[config.mk]
export PLATFORM = sky130hd
export DESIGN_NAME = xbar_write_order_tracker
export DESIGN_NICKNAME = d
export VERILOG_FILES = /design/src/rtl/xbar_write_order_tracker.sv
export SDC_FILE = /design/constraint.sdc
export NUM_CORES = 1
export LEC_CHECK = 0
export ABC_AREA = 1
export BUFFER_PORTS_ARGS = -buffer_cell sky130_fd_sc_hd__buf_2
export CAP_MARGIN = 20
export CORE_MARGIN = 2
export CORE_UTILIZATION = 26
export CTS_CLUSTER_SIZE = 28
export DETAILED_ROUTE_END_ITERATION = 8
export PLACE_DENSITY = 0.49
export SLEW_MARGIN = 5
export SYNTH_ARGS = -nofsm -noshare
export SYNTH_HDL_FRONTEND = slang
export SYNTH_SLANG_ARGS = --single-unit
[constraint.sdc]
create_clock -name ACLK -period 1.7 [get_ports ACLK]
set_input_delay 0.17 -clock ACLK [delete_from_list [all_inputs] [get_ports ACLK]]
set_output_delay 0.17 -clock ACLK [all_outputs]
set_load 0.01 [all_outputs]
[src/rtl/xbar_write_order_tracker.sv]
// xbar_write_order_tracker: per-slave AW-order queue steering W beats from source masters; optional WLAST/length check under XBAR_WLAST_CHECK_EN
module xbar_write_order_tracker #(
    parameter  int masters   = 2,
    parameter  int LEN_WIDTH = 4,
    parameter  int depth     = 4,
    localparam int MW        = (masters > 1) ? $clog2(masters) : 1,
    localparam int AW        = $clog2(depth),
    localparam int PW        = AW + 1
) (
    input  logic                 ACLK,
    input  logic                 ARESETn,
    input  logic                 aw_accept,
    input  logic [MW-1:0]        aw_master,
    input  logic [LEN_WIDTH-1:0] aw_len,
    output logic                 aw_block,
    output logic                 w_src_valid,
    output logic [MW-1:0]        w_src_master,
    input  logic                 w_beat,
    input  logic                 w_last,
    output logic [PW-1:0]        outstanding,
    output logic                 w_err,
    input  logic                 err_clr
);

    typedef struct packed {
        logic [MW-1:0]        master;
        logic [LEN_WIDTH-1:0] len;
    } entry_t;

    entry_t               mem_q [depth];
    entry_t               mem_d [depth];
    logic [PW-1:0]        wr_q, wr_d, rd_q, rd_d;
    logic [LEN_WIDTH-1:0] cnt_q, cnt_d;
    logic                 w_err_q, w_err_d;
    logic                 empty, full, push, beat, retire;
    entry_t               head;

    assign empty        = (wr_q == rd_q);
    assign full         = (wr_q[PW-1] != rd_q[PW-1]) && (wr_q[AW-1:0] == rd_q[AW-1:0]);
    assign head         = mem_q[rd_q[AW-1:0]];
    assign push         = aw_accept & ~full;
    assign beat         = w_beat & ~empty;
    assign aw_block     = full;
    assign w_src_valid  = ~empty;
    assign w_src_master = empty ? '0 : head.master;
    assign outstanding  = wr_q - rd_q;
    assign w_err        = w_err_q;

`ifdef XBAR_WLAST_CHECK_EN
    logic len_hit;
    assign len_hit = (cnt_q == head.len);
    assign retire  = beat & (w_last | len_hit);
    // Sticky error on WLAST/length disagreement or a beat with nothing queued; a new error beats a clear
    always_comb begin
        w_err_d = ((beat & (w_last != len_hit)) | (w_beat & empty)) | (w_err_q & ~err_clr);
    end
`else
    logic                 unused_err_clr;
    logic [LEN_WIDTH-1:0] unused_head_len;
    assign unused_err_clr  = err_clr;
    assign unused_head_len = head.len;
    assign retire          = beat & w_last;
    // Without the length check there is no error source
    always_comb begin
        w_err_d = 1'b0;
    end
`endif

    // Next-state for pointers, beat counter and queue storage
    always_comb begin
        wr_d  = push ? wr_q + 1'b1 : wr_q;
        rd_d  = retire ? rd_q + 1'b1 : rd_q;
        cnt_d = retire ? '0 : (beat ? cnt_q + 1'b1 : cnt_q);
        mem_d = mem_q;
        if (push) mem_d[wr_q[AW-1:0]] = '{master: aw_master, len: aw_len};
    end

    // State registers; reset discards all pending entries
    always_ff @(posedge ACLK or negedge ARESETn) begin
        if (!ARESETn) begin
            wr_q    <= '0;
            rd_q    <= '0;
            cnt_q   <= '0;
            w_err_q <= 1'b0;
            for (int i = 0; i < depth; i++) mem_q[i] <= '0;
        end else begin
            wr_q    <= wr_d;
            rd_q    <= rd_d;
            cnt_q   <= cnt_d;
            w_err_q <= w_err_d;
            mem_q   <= mem_d;
        end
    end

endmodule

==> summary.md <==
| Metric | Value |
|---|---|
| Post-synthesis sequential area ratio | `35.40%` |
| Post-Route WL | `around 1600 um` |
| Yosys top cell area share | `35.40%` |
| H-Tree Depth | `1` |
| Max Clk Rate | `590.2 MHz` |
| Post-Syn Area | `706.9 um^2` |
| Core Util, Final | `37.05%` |
| Vias per cell | `4.553` |
| Commonest non-fill, non-tap cell in the layout | `nand2_1` |
| Worst Path Max Fanout | `2` |
| Hpwl dp | `1149 um` |
| Critical setup path kind | `reg2out` |
| Worst hold path class | `in2reg` |
| Met3 WL | `102 um` |
| Chip Width | `56.15 um` |
| First-pass iteration count of the detailed router | `4` |
| Leak | `0.5028 nW` |
| GRT Residual Overflow | `0` |
| Max-capacitance violation count | `0` |
| Post-Route M1 WL | `750 um` |
| Met2 wire length | `712 um` |
| Crit path DAT | `1.52 ns` |
| Core ar. | `2522 um^2` |
| Via count | `around 640` |
| Filler instances | `277` |
| CTS tree | `done` |
| Multiplexer share of the synthesized area | `0%` |
| Root Driver | `clkbuf_4` |
| Mean post-synth cell area | `8.126 um^2` |
| Crit share post-route | `approximately 100%` |
| Post-DRT Antenna Nets | `0` |
| Largest net degree at the start of global routing | `14` |
| Crit path cell chain | `ha_4 -> fa_2 -> inv_1 -> buf_2` |
| Slowest CP cell | `fa_2` |
| Die area | `~3200 um^2` |
| Peak VDD IR | `0.8915 mV` |
| Critical Path End Type | `output pin` |
| Hold Violations, Final | `0` |
| Commonest non-fill, non-tap cells in the layout | `26 x nand2_1, 11 x buf_2, 11 x buf_4` |
| Sink Count | `10` |
| Clock slew at reported path FFs | `0.07 ns` |
| Antenna violations before repair | `0` |
| Overall routing resource usage | `10.25%` |
| Startpoint types | `flop` |
| Port Buffers | `11` |
| DP Worst Slack | `0.2074 ns` |
| P&R area growth vs syn | `32.21%` |
| Final worst setup slack | `0.005614 ns` |
| Net Count, Synth | `106` |
| ANT cells | `0` |
| Unrepaired setup endpoints after global routing | `yes` |
| Worst path required time | `1.53 ns` |
| Clock network latency to the later pin of the worst-skew pair | `0.27 ns` |
| XOR/XNOR share of the synthesized area | `under 10%` |
| Clk buf depth | `2` |
| Compound-gate portion of the synthesized area | `about 2.5%` |
| Post-Syn Instances | `87` |
| Layout cells sized above 1 | `a little over a third` |
| WL/cell | `around 11 um` |
| Yosys cell types | `19` |
| Routability cong. | `0.7021` |
| Initial core utilization | `28.03%` |
| Tmin final | `1.694 ns` |
| P per Cell Area | `2195 nW/um^2` |
| Num ports | `18` |
| Cells taking the most area after synthesis | `dfrtp_1 35%, nand2_1 14%, ha_1 12%` |
| Status | `finished clean` |
| YS warnings | `0` |
| Initial drt markers | `11` |
| Slew Limit Fails | `0` |
| First-pass GRT wire length | `2463 um` |
| Post-Synth Simple-Gate Area | `35.40%` |
| Max incr delay on CP | `between 0.5 and 0.6 ns` |
| Layout Skew | `0.0009217 ns` |
| Die Ht | `~56 um` |
| Vias in the first global route | `609` |
| Leading area contributor after synthesis | `dfrtp_1` |
| CTS buffer count | `3` |
| Synth Area in Adders | `between 15 and 20%` |
| # rows | `18` |
| Combinational family with the most area after synthesis | `simple AND/OR/NAND/NOR gates` |
| Fin nets | `131` |
| Endpoints failing setup | `0` |
| Yosys reg bits | `10` |
| Max Used Layer | `met4` |
| Drt drc | `0` |
## state kept, by name, summed over array words and instances, names as in the netlist
register / cells
rd_q: 3
mem_q: 4
wr_q: 3
## cell families after synthesis
logic type,Yosys count
buffers and inverters,14
adders and majority gates,8
AOI/OAI and AO/OA,3
other,1
xor gates and xnor gates,1
DFF,10
and+or+nand+nor,50
## Yosys cell counts
master     n
buf_4      2
clkinv_2   1
nor2_1     4
buf_6      1
inv_2      2
nand2_2    1
nand2_1   27
nand3_1    6
nand4_1    8
fa_1       1
a21boi_0   1
nand3_4    1
ha_1       7
o21ai_0    2
nand3_2    3
xor2_1     1
conb_1     1
dfrtp_1   10
inv_1      8
## repair_timing
action	in CTS	in global routing
endpoints found under the hold margin	10	0
buffers inserted	3	4
gates resized for setup	8	2
setup endpoints to repair	4	5
pin swaps	2	2
hold buffers	1	0
## routing by layer
metal | vias up | track usage [%]
li1 | 327 | -
met3 | 2 | 4.651
met4 | 0 | 4.422
met1 | 295 | 12.66
met5 | - | 0
met2 | 18 | 15.29
## report_power, final
group	leakage, nW	internal (mW)	total [mW]	switching [mW]
clock network	0.0210	0.130	0.220	0.0901
registers	0.124	0.353	0.448	0.0957
logic	0.358	0.638	1.38	0.745
total	0.503	1.12	2.05	0.931
## cell type report
type | count | area, um^2 | share of cell area [%]
multi-input combinational | 63 | 416.7 | 44.58
sequential | 10 | 250.2 | 26.77
timing repair buffer | 23 | 147.6 | 15.80
inverter | 11 | 46.29 | 4.953
tap | 30 | 37.54 | 4.016
clock buffer | 4 | 36.28 | 3.882
## worst paths after layout
path                                  startpoint                    end  slack [ns]  cells past startpoint
max in group asynchronous                ARESETn    rd_q[0]$_DFFE_PN0P_        1.21                      2
hold reg to reg            mem_q[14]$_DFFE_PN0P_  mem_q[14]$_DFFE_PN0P_        0.48                      2
setup reg to reg             wr_q[1]$_DFFE_PN0P_   mem_q[4]$_DFFE_PN0P_        0.32                      8
hold / removal                         aw_master   mem_q[9]$_DFFE_PN0P_        0.19                      3
setup / recovery             rd_q[0]$_DFFE_PN0P_         outstanding[1]       0.006                      4
min in group asynchronous                ARESETn    wr_q[0]$_DFFE_PN0P_        0.29                      2
## critical path: cells and delay by family, from the launching register on
family,cells,cell delay [ns]
DFF,1,0.42
buffers and inverters,2,0.15
adders and majority gates,2,0.68
## metrics by stage
stage | total power [mW] | cell area [um^2] | cells | hold slack, ns | TNS (ns)
after global routing | 2.247 | 934.6 | 141 | 0.1866 | -0.09582
after CTS | 1.962 | 900.9 | 137 | 0.1831 | -0.01164
after global placement | 1.531 | 803.3 | 129 | 0.05683 | 0
final | 2.052 | 934.6 | 141 | 0.1905 | 0
after detailed placement | 1.554 | 803.3 | 129 | 0.04963 | 0
after floorplan | 1.203 | 706.9 | 87 | -0.1256 | 0
No activity file was read; power rests on OpenSTA's default activity.
